### config.mk
export PLATFORM = sky130hd
export DESIGN_NAME = hazard_scheduler
export DESIGN_NICKNAME = d
export VERILOG_FILES = /design/src/rtl/hazard_scheduler.sv
export SDC_FILE = /design/constraint.sdc
export NUM_CORES = 1
export LEC_CHECK = 0
export BUFFER_PORTS_ARGS = -buffer_cell sky130_fd_sc_hd__buf_2
export CAP_MARGIN = 20
export CORE_ASPECT_RATIO = 1.1
export CORE_MARGIN = 2
export CORE_UTILIZATION = 35
export CTS_CLUSTER_DIAMETER = 80
export DETAILED_ROUTE_END_ITERATION = 10
export GPL_TIMING_DRIVEN = 0
export HOLD_SLACK_MARGIN = 0.08
export PLACE_DENSITY = 0.61
export SETUP_SLACK_MARGIN = 0.5
export SLEW_MARGIN = 20
export SYNTH_ARGS = -nofsm -noshare
export SYNTH_HDL_FRONTEND = slang
export SYNTH_SLANG_ARGS = --single-unit
export TNS_END_PERCENT = 50
### constraint.sdc
create_clock -name clk -period 5.55 [get_ports clk]
set_input_delay 0.8325 -clock clk [delete_from_list [all_inputs] [get_ports clk]]
set_output_delay 0.8325 -clock clk [all_outputs]
set_load 0.01 [all_outputs]
### src/rtl/hazard_scheduler.sv
// hazard_scheduler: ID-stage sequencing against in-flight writers.
// Tracks destination registers held by the post-ID stages, raises a RAW stall
// (hazard), a branch flush and a memory freeze, and keeps saturating stall counters.
// Optional feature macro: HAZARD_FORWARDING_EN (only load-use on EXE stalls).
module hazard_scheduler #(
   parameter int DEPTH = 2,
   parameter int CNT_W = 16
) (
   input  logic             clk,
   input  logic             rst,
   input  logic             id_valid,
   input  logic [3:0]       src1,
   input  logic [3:0]       src2,
   input  logic             two_src,
   input  logic             id_wb_en,
   input  logic             id_mem_r_en,
   input  logic [3:0]       id_dest,
   input  logic             exe_branch_taken,
   input  logic             mem_ready,
   output logic             hazard,
   output logic             flush,
   output logic             freeze_all,
   output logic [CNT_W-1:0] hazard_cycles,
   output logic [CNT_W-1:0] mem_stall_cycles
);

   typedef struct packed {
      logic       valid;
      logic [3:0] dest;
      logic       load;
   } sb_entry_t;

   // Entry 0 is EXE; the oldest entry falls off as its write reaches the register file.
   sb_entry_t        sb_q [DEPTH];
   sb_entry_t        sb_d [DEPTH];
   logic [CNT_W-1:0] hz_cnt_q, hz_cnt_d;
   logic [CNT_W-1:0] ms_cnt_q, ms_cnt_d;
   logic             src1_hit;
   logic             src2_hit;
   logic             issue;

   // Register-address matches against the in-flight writers.
   always_comb begin
      src1_hit = 1'b0;
      src2_hit = 1'b0;
`ifdef HAZARD_FORWARDING_EN
      // Forwarding covers everything except a load whose data is not back yet.
      src1_hit = sb_q[0].valid & sb_q[0].load & (sb_q[0].dest == src1);
      src2_hit = sb_q[0].valid & sb_q[0].load & (sb_q[0].dest == src2);
`else
      for (int i = 0; i < DEPTH; i++) begin
         src1_hit = src1_hit | (sb_q[i].valid & (sb_q[i].dest == src1));
         src2_hit = src2_hit | (sb_q[i].valid & (sb_q[i].dest == src2));
      end
`endif
   end

   // Control outputs; reset silences all, a memory freeze silences flush and hazard.
   assign freeze_all = ~rst & ~mem_ready;
   assign flush      = ~rst & mem_ready & exe_branch_taken;
   assign hazard     = ~rst & mem_ready & ~flush & id_valid &
                       (src1_hit | (two_src & src2_hit));
   assign issue      = id_valid & id_wb_en & ~hazard & ~flush;

   // Next scoreboard and counter values; everything holds during a memory freeze.
   always_comb begin
      for (int i = 0; i < DEPTH; i++) begin
         sb_d[i] = sb_q[i];
      end
      if (mem_ready) begin
         for (int i = DEPTH - 1; i > 0; i--) begin
            sb_d[i] = sb_q[i-1];
         end
         sb_d[0] = issue ? sb_entry_t'{valid: 1'b1, dest: id_dest, load: id_mem_r_en}
                         : sb_entry_t'('0);
      end
      hz_cnt_d = hz_cnt_q;
      if (hazard && (hz_cnt_q != {CNT_W{1'b1}})) begin
         hz_cnt_d = hz_cnt_q + CNT_W'(1);
      end
      ms_cnt_d = ms_cnt_q;
      if (!mem_ready && (ms_cnt_q != {CNT_W{1'b1}})) begin
         ms_cnt_d = ms_cnt_q + CNT_W'(1);
      end
   end

   // State registers with synchronous reset.
   always_ff @(posedge clk) begin
      if (rst) begin
         for (int i = 0; i < DEPTH; i++) begin
            sb_q[i] <= '0;
         end
         hz_cnt_q <= '0;
         ms_cnt_q <= '0;
      end else begin
         for (int i = 0; i < DEPTH; i++) begin
            sb_q[i] <= sb_d[i];
         end
         hz_cnt_q <= hz_cnt_d;
         ms_cnt_q <= ms_cnt_d;
      end
   end

   assign hazard_cycles    = hz_cnt_q;
   assign mem_stall_cycles = ms_cnt_q;

endmodule

=== Word-level counts from Yosys, hierarchy flattened ===
Memory sizes are Yosys's and may differ from the RTL's.
Cells that the tools add are included.
W data, S select, Z words.

* Latch bits: 0
* Output and inout bits: 35
* Memories kept: 1
* Register bits: 32
* ROM bits: 0
* RAM bits: 12

* Multipliers: 0
* Bitwise gates (word level): 23
* Multiplexer cells: 7
* Add/sub/neg operators: 2
* Eq/ne operators: 6
* Reduce and logical (&&, ||, !) cells: 3
* Order comparisons: 0
* Shifts and indexed selects: 0
* Divide/modulo/power cells: 0

{| class="wikitable"
|+ Memories
! memory !! depth !! bits a word !! read ports !! clocked after memory_dff !! wr ports !! RTL line !! RTL
|-
| sb_q || 2 || 6 || 2 || 0 || 2 || 34 || <nowiki>sb_entry_t sb_q [DEPTH];</nowiki>
|}

{| class="wikitable"
|+ Operators with widths
! kind !! count
|-
| $add A16 B1 Y16 const B || 2
|-
| $ne A16 B16 Y1 const B || 2
|-
| $mux W6 || 3
|-
| $eq A4 B4 Y1 || 4
|-
| $and A1 B1 Y1 || 14
|-
| $mux W12 || 1
|-
| $or A1 B1 Y1 || 5
|-
| $not A1 Y1 || 4
|-
| $mux W1 || 3
|-
| $logic_and A1 B1 Y1 || 2
|-
| $logic_not A1 Y1 || 1
|}

=== Longest topological paths before layout ===
Gate-level depths: netlist of run 1.

* Depth after elaboration: 13
* Mapped depth: 9

=== Worst setup path after synthesis of run 1 ===
Ideal clock, no wire load.

* Path type: input-to-output
* From: input src2[1]
* To: output hazard
* Arrival: 1.796 ns
* Buffers on the path: 2
* Required time: 4.718 ns
* Stages: 6
* Slack: 2.921 ns
* Cells stage by stage: xor2_1 > nor4_1 > nor3_1 > buf_6 > buf_2 > nor2_1

* Cells in the longest elaborated chain, start to end: 6
* Elaborated cells on any way between the ends: 8

{| class="wikitable"
|+ Ends and longest elaborated chain
! item !! RTL line !! RTL
|-
| from (decl) || 13 || <nowiki>input logic [3:0] src2,</nowiki>
|-
| $eq A4 B4 Y1 || 53 || <nowiki>src2_hit = src2_hit | (sb_q[i].valid & (sb_q[i].dest == src2));</nowiki>
|-
| $and A1 B1 Y1 || 53 ||
|-
| $or A1 B1 Y1 * || 53 ||
|-
| $and A1 B1 Y1 * || 62 || <nowiki>(src1_hit | (two_src & src2_hit));</nowiki>
|-
| $or A1 B1 Y1 * || 62 ||
|-
| $and A1 B1 Y1 * || 61 || <nowiki>assign hazard = ~rst & mem_ready & ~flush & id_valid &</nowiki>
|-
| to (decl) || 20 || <nowiki>output logic hazard,</nowiki>
|}

Every way passes the cells marked *; elsewhere a longest branch is shown, timed or not.

=== Worst setup path after layout of run 1 ===
* From: input src2[2]
* To: output hazard

The elaborated chain is that of the path after synthesis.

==> results.py, run 1 <==
metrics = {
    "pwr": {
        "p_per_area_nw_per_um2": 222.2,
        "power.share.clock_pct": 41.0,
        "p_leak_nw": 1.064,
        "p_int_uw": 454.4,
        "power_frac_comb_pct": 6.5,
        "ir_worst_vdd_v": 0.0001125,
        "p_sw_share_pct": 22.27,
        "pwr-share-seq_pct": 52.5,
        "power_switching_uw": 130.2,
    },
    "global_route": {
        "grt_use_met3_pct": 4.271,
        "grt_max_degree": 13,
        "grt_use_total_pct": 15.55,
        "grt_antenna_before_repair": 0,
        "grt.busiest_layer": "met2",
        "grt.overflow.total": 0,
        "grt_pass1_wl_um": 8473,
        "use_met1_pct": 20.49,
        "grt_pass1_vias": 1782,
        "grt_util_met2_pct": 24.19,
    },
    "logic_synthesis": {
        "yosys_warnings": 0,
        "avgSynthCellArea_um2": 8.871,
        "postSynthCellCount": 244,
        "async_flop_share_pct": 0,
        "synth_cell_types": 50,
        "synthesis.area_um2": 2165,
        "ys_seq_elements": 42,
        "synth_ff_type": "dfxtp_1",
        "ys_seq_area_share_pct": 38.84,
        "synth_edf_count": 0,
        "synth_nets": 266,
    },
    "cells_and_area": {
        "syn_to_final_growth_pct": 21.56,
        "final_cell_mix": "55 x buf_2, 42 x dfxtp_1, 33 x nor2_1",
        "instances_no_fill": 384,
        "diodes": 0,
        "final_common_cell": "buf_2",
        "layout.nets": 325,
        "final_util_pct": 43.27,
        "nFillCells": 641,
        "drive_above_1_share_pct": 24.67,
    },
    "floorplan": {
        "die_h_um": 86.48,
        "start_util_pct": 35.60,
        "placementRows": 30,
        "fp.dieW_um": 78.98,
        "die-area_um2": 6830,
        "boundaryPins": 55,
        "coreArea_um2": 6081,
    },
    "critical_path": {
        "path_buf_inv": 4,
        "arrival_ns": 2.25,
        "cp-end-kind": "primary output",
        "start_kind": "input pin",
        "max_stage_delay_ns": 0.38,
        "worstPathCellList": "buf_2 > xnor2_1 > nand3_1 > nor4_1 > nor3_1 > buf_6 > buf_2 > nor2_1 > buf_2",
        "criticalPathCategory": "in -> out",
        "path_max_fanout": 10,
        "path_delay_family": "buffers and inverters",
        "crit_slowest_cell": "nor3_1",
        "required_ns": 4.72,
        "cpMostUsedCell": "buf_2",
    },
    "cts": {
        "cts_sinks": 42,
        "cts-resized-gates": 0,
        "clockRootBuffer": "clkbuf_8",
        "clk_pin_slew_ns": 0.08,
        "cts_setup_buffers": 0,
        "htreeDepth": 2,
        "cts_tree": "built",
        "clockBufferDepth": 2,
        "hold_buffers": 0,
        "cts_buffers": 5,
        "clk_latency_ns": 0.30,
    },
    "hold_path": {
        "hp-class": "reg -> reg",
    },
    "sta": {
        "min_period_ns": 3.083,
        "clock_skew_ns": 0.007360,
        "worst_pin_slew_ns": 0.5897,
        "fin_crit_sh_pct": 55.56,
        "relSlewSlack_pct": 60.69,
        "fin_ws_ns": 2.467,
        "whs_ns": 0.5022,
        "grt_setup_unrepaired": "no",
        "fmax_mhz": 324.3,
        "finalSetupViolations": 0,
        "slew_violations": 0,
        "tns_ns": 0,
        "finalHoldViolCount": 0,
    },
    "route": {
        "wl_per_cell_um": 13.55,
        "via_per_inst": 5.104,
        "drt-initial-drc-count": 133,
        "vias": 1960,
        "drc": 0,
        "wl_um": 5204,
        "ant_nets": 0,
        "dr.pass1.iters": 5,
    },
    "placed_design": {
        "hpwlAfterDp_um": 3814,
        "portBuffers": 52,
        "place_ws_ns": 2.463,
        "dp.cells": 376,
        "gp_congestion": 0.8677,
    },
    "outcome": {
        "status": "finished clean",
    },
    "flow_run": {
        "maxCapViolCount": 0,
    },
}
-- cell type report --
type	count	area [um2]	area share [%]
multi-input combinational	188	1245	47.31
sequential	42	840.8	31.95
timing repair buffer	52	260.3	9.891
tap	80	100.1	3.804
clock buffer	7	76.32	2.901
buffer	10	63.81	2.425
clock inverter	1	30.03	1.141
inverter	4	15.01	0.5706
-- power groups by stage --
| stage | Clock, mW | Combinational, mW | Sequential, mW |
|---|---|---|---|
| global route | 0.256 | 0.0419 | 0.307 |
| global placement | 0 | 0.0377 | 0.314 |
| detailed placement | 0 | 0.0382 | 0.314 |
| CTS | 0.246 | 0.0382 | 0.307 |
| floorplan | 0 | 0.0215 | 0.314 |
| finish | 0.240 | 0.0381 | 0.307 |
-- path summary, 6_finish.rpt --
check	cells past startpoint	from	slack (ns)	to
min	2	hazard_cycles[11]$_SDFFE_PP0P_	0.50	hazard_cycles[11]$_SDFFE_PP0P_
max reg2reg	9	hazard_cycles[0]$_SDFFE_PP0P_	3.41	hazard_cycles[7]$_SDFFE_PP0P_
min reg2reg	2	hazard_cycles[11]$_SDFFE_PP0P_	0.50	hazard_cycles[11]$_SDFFE_PP0P_
max	9	src2[2]	2.47	hazard
-- logic make-up (layout without fill, tap and decap cells) --
| logic type | after synthesis | count (layout) | synth area share [%] |
|---|---|---|---|
| simple gates | 112 | 112 | 28.27 |
| flops | 42 | 42 | 38.84 |
| compound gates | 34 | 34 | 10.81 |
| xor+xnor | 30 | 30 | 12.14 |
| buf+inv | 14 | 74 | 3.641 |
| mux | 10 | 10 | 5.145 |
| fa+ha+maj | 2 | 2 | 1.156 |
-- metal layers --
layer | wire, um | share of wire (%)
met3 | 282 | 5.4
met5 | 0 | 0
met4 | 70 | 1.3
met1 | 2514 | 48
met2 | 2335 | 45
-- metrics by stage --
stage / cell area (um2) / power [mW]
after floorplan: 2165 / 0.3355
after global placement: 2525 / 0.3516
after detailed placement: 2525 / 0.3520
after CTS: 2631 / 0.5914
after global routing: 2631 / 0.6049
final: 2631 / 0.5847
-- worst min-delay path, stage by stage, from the launching register on --
cell	delay, ns
dfxtp_1	0.34
o31ai_1	0.07
a21oi_1	0.05
-- Yosys cell counts, drive strengths merged, types with 2 or more instances --
cell | instances | area share, %
dfxtp | 42 | 39
nor2 | 33 | 5.7
xor2 | 17 | 6.9
nand2 | 15 | 3.1
nand3 | 15 | 3.5
nand4 | 14 | 4.0
xnor2 | 13 | 5.3
a21oi | 11 | 2.9
buf | 8 | 2.6
mux2i | 7 | 3.2
or4 | 6 | 2.1
and3 | 5 | 1.4
o31ai | 5 | 1.7
or3 | 5 | 1.7
a22o | 4 | 1.6
and4 | 4 | 1.7
inv | 4 | 0.69
nor4 | 4 | 1.4
o21ai | 4 | 0.92
mux2 | 3 | 1.9
nor2b | 3 | 0.87
nor3 | 3 | 0.69
a31oi | 2 | 0.58
clkbuf | 2 | 0.35
ha | 2 | 1.2
o41ai | 2 | 0.81
-- flip-flops by register name (all words and copies together) (netlist names) --
| signal | flops |
|---|---|
| hazard_cycles | 16 |
| mem_stall_cycles | 16 |
| sb_q | 10 |
No activity file was read; power rests on OpenSTA's default activity.
==> run 2: changes to the inputs <==
--- a/config.mk
+++ b/config.mk
@@ -5,6 +5,7 @@
 export SDC_FILE = /design/constraint.sdc
 export NUM_CORES = 1
 export LEC_CHECK = 0
+export ABC_AREA = 1
 export BUFFER_PORTS_ARGS = -buffer_cell sky130_fd_sc_hd__buf_2
 export CAP_MARGIN = 20
 export CORE_ASPECT_RATIO = 1.1
@@ -14,7 +15,7 @@
 export DETAILED_ROUTE_END_ITERATION = 10
 export GPL_TIMING_DRIVEN = 0
 export HOLD_SLACK_MARGIN = 0.08
-export PLACE_DENSITY = 0.61
+export PLACE_DENSITY = 0.62
 export SETUP_SLACK_MARGIN = 0.5
 export SLEW_MARGIN = 20
 export SYNTH_ARGS = -nofsm -noshare
==> constraint.sdc (replaced) <==
create_clock -name clk -period 2.76 [get_ports clk]
set_input_delay 0.414 -clock clk [delete_from_list [all_inputs] [get_ports clk]]
set_output_delay 0.414 -clock clk [all_outputs]
set_load 0.01 [all_outputs]
==> run 2 against run 1 <==
Clock power up 110%. Cell area up 14%. Utilization down 0.19 points. Sequential power up 100%. Flip-flop and latch count unchanged. Setup slack worse by 1.7 ns. Clock skew up 0.0026 ns. Register-to-register slack worse by 2.6 ns. Worst hold slack worse by 0.12 ns. Critical path depth down 1. Routed wire length up 16%. Power up 110%. Largest cell class unchanged.
==> results.py, run 2 <==
metrics = {
    "outcome": {
        "status": "finished clean",
    },
    "route": {
        "ant_nets": 0,
        "dr.pass1.iters": 4,
        "drt-initial-drc-count": 84,
        "wl_per_cell_um": 11.84,
        "via_per_inst": 4.912,
        "wl_um": 6060,
        "vias": 2515,
        "drc": 0,
    },
    "placed_design": {
        "dp.cells": 505,
        "placed_area_um2": 2879,
        "hpwlAfterDp_um": 4762,
        "place_ws_ns": 0.6591,
        "gp_congestion": 0.8648,
        "portBuffers": 52,
    },
    "global_route": {
        "grt_use_total_pct": 15.92,
        "grt_pass1_wl_um": 10520,
        "grt_antenna_before_repair": 0,
        "grt.overflow.total": 0,
        "grt_pass1_vias": 2350,
        "grt_max_degree": 13,
    },
    "critical_path": {
        "r2r_start": "hazard_cycles[1]$_SDFFE_PP0P_",
        "reg2reg_slack_ns": 0.77,
        "cp-end-kind": "primary output",
        "path_buf_inv": 5,
        "arrival_ns": 1.62,
        "required_ns": 2.35,
        "worstPathCellList": "buf_2 > inv_1 > nor2_4 > inv_1 > nor3_4 > nand2_2 > inv_1 > buf_2",
        "r2r_cells": 9,
        "max_stage_delay_ns": 0.35,
        "cpMostUsedCell": "inv_1",
        "path_max_fanout": 7,
        "path_delay_family": "simple AND/OR/NAND/NOR gates",
        "crit_slowest_cell": "nor3_4",
        "start_kind": "input pin",
        "reg2reg_to": "hazard_cycles[8]$_SDFFE_PP0P_",
        "criticalPathCategory": "in -> out",
    },
    "pwr": {
        "p_int_uw": 934.8,
        "power.share.clock_pct": 41.1,
        "p_per_area_nw_per_um2": 401.8,
        "pwr-share-seq_pct": 51.2,
        "power_frac_comb_pct": 7.6,
        "ir_worst_vdd_v": 0.0002013,
        "power_switching_uw": 271.2,
        "power_mw": 1.206,
        "p_leak_nw": 1.279,
        "p_sw_share_pct": 22.49,
    },
    "cells_and_area": {
        "final_common_cell": "nand2_1",
        "instances_no_fill": 512,
        "drive_above_1_share_pct": 21.08,
        "nFillCells": 759,
        "diodes": 0,
        "ff_latch_area_um2": 840.8,
        "layout.nets": 449,
        "syn_to_final_growth_pct": 19.47,
        "fin_area_um2": 3002,
        "final_cell_mix": "88 x nand2_1, 55 x buf_2, 47 x inv_1",
        "final_util_pct": 43.09,
        "multi_input_area_um2": 1448,
    },
    "floorplan": {
        "start_util_pct": 36.06,
        "die-area_um2": 7873,
        "fp.dieW_um": 84.78,
        "die_h_um": 92.86,
        "boundaryPins": 55,
        "placementRows": 32,
        "coreArea_um2": 6967,
    },
    "sta": {
        "tns_ns": 0,
        "fin_crit_sh_pct": 73.86,
        "worst_pin_slew_ns": 0.5603,
        "finalSetupViolations": 0,
        "min_period_ns": 2.038,
        "finalHoldViolCount": 0,
        "fin_ws_ns": 0.7216,
        "relSlewSlack_pct": 62.65,
        "slew_violations": 0,
        "grt_setup_unrepaired": "no",
        "fmax_mhz": 490.6,
        "clock_skew_ns": 0.009986,
        "whs_ns": 0.3845,
    },
    "cts": {
        "cts_setup_buffers": 0,
        "clockRootBuffer": "clkbuf_8",
        "cts_tree": "built",
        "clk_latency_ns": 0.29,
        "htreeDepth": 2,
        "cts-resized-gates": 0,
        "clk_pin_slew_ns": 0.08,
        "cts_sinks": 42,
        "hold_buffers": 0,
        "cts_buffers": 5,
        "clockBufferDepth": 2,
    },
    "logic_synthesis": {
        "synth_top_cell_by_area": "dfxtp_1",
        "synth_ff_type": "dfxtp_1",
        "synthTopCellsByArea": "dfxtp_1 33%, nand2_1 13%, inv_1 7.0%",
        "yosysMostFrequentCell": "nand2_1",
        "avgSynthCellArea_um2": 6.827,
        "synth_edf_count": 0,
        "synth_cell_types": 28,
        "postSynthCellCount": 368,
        "synth_nets": 390,
        "ys_seq_area_share_pct": 33.47,
        "synth_common_cells": "90 x nand2_1, 47 x inv_1, 42 x dfxtp_1",
        "async_flop_share_pct": 0,
        "synthesis.area_um2": 2512,
        "yosys_warnings": 0,
        "synth_top_cell_area_share_pct": 33.47,
        "ys_seq_elements": 42,
    },
    "hold_path": {
        "hold_path_end": "sb_q[0][3]$_SDFFE_PP0P_",
        "hp-class": "in -> reg",
        "hold_path.startpoint": "id_dest[2]",
        "hold_depth": 3,
    },
    "flow_run": {
        "maxCapViolCount": 0,
    },
}
[run 2: area by class of cell]
cell class	count	share of cell area [%]
multi-input combinational	270	48.23
inverter	48	6.003
sequential	42	28.01
clock inverter	1	1.000
timing repair buffer	52	8.670
clock buffer	6	2.751
tap	85	3.543
buffer	8	1.792
[run 2: power groups by stage]
stage | Sequential (mW) | Clock [mW] | Combinational, mW
after floorplan | 0.633 | 0 | 0.0554
after global placement | 0.632 | 0 | 0.0910
after detailed placement | 0.632 | 0 | 0.0928
after CTS | 0.618 | 0.507 | 0.0933
after global routing | 0.619 | 0.536 | 0.106
final | 0.618 | 0.496 | 0.0922
[run 2: cell families (layout without fill, tap and decap cells)]
family                   Yosys count  after routing  synth area share (%)
flip-flops                        42             42                 33.47
buffers and inverters             56            115                 9.313
XOR/XNOR                          23             23                 8.018
AO/OA/AOI/OAI                     49             49                 11.35
AND/OR/NAND/NOR                  196            196                 36.85
adder cells (fa/ha/maj)            2              2                0.9959
[run 2: per-layer routing]
metal / global-route usage (%) / share of wire (%)
met2: 27.43 / 48
met3: 2.496 / 4.2
met4: 3.968 / 0.63
met1: 20.74 / 47
met5: 0 / 0
[run 2: worst min-delay path, delay by kind of cell]
kind	cells	cell delay (ns)
AND/OR/NAND/NOR	1	0.08
AO/OA/AOI/OAI	1	0.07
buffers and inverters	1	0.08
[run 2: worst max-delay path by stage]
stage / from / endpoint / cells after the start
2_1_floorplan: rst / hazard / 6
3_3_place_gp: mem_ready / hazard / 8
3_5_place_dp: mem_ready / hazard / 8
4_1_cts: sb_q[0][10]$_SDFFE_PP0P_ / hazard / 11
5_1_grt: sb_q[0][10]$_SDFFE_PP0P_ / hazard / 11
6_report: mem_ready / hazard / 8
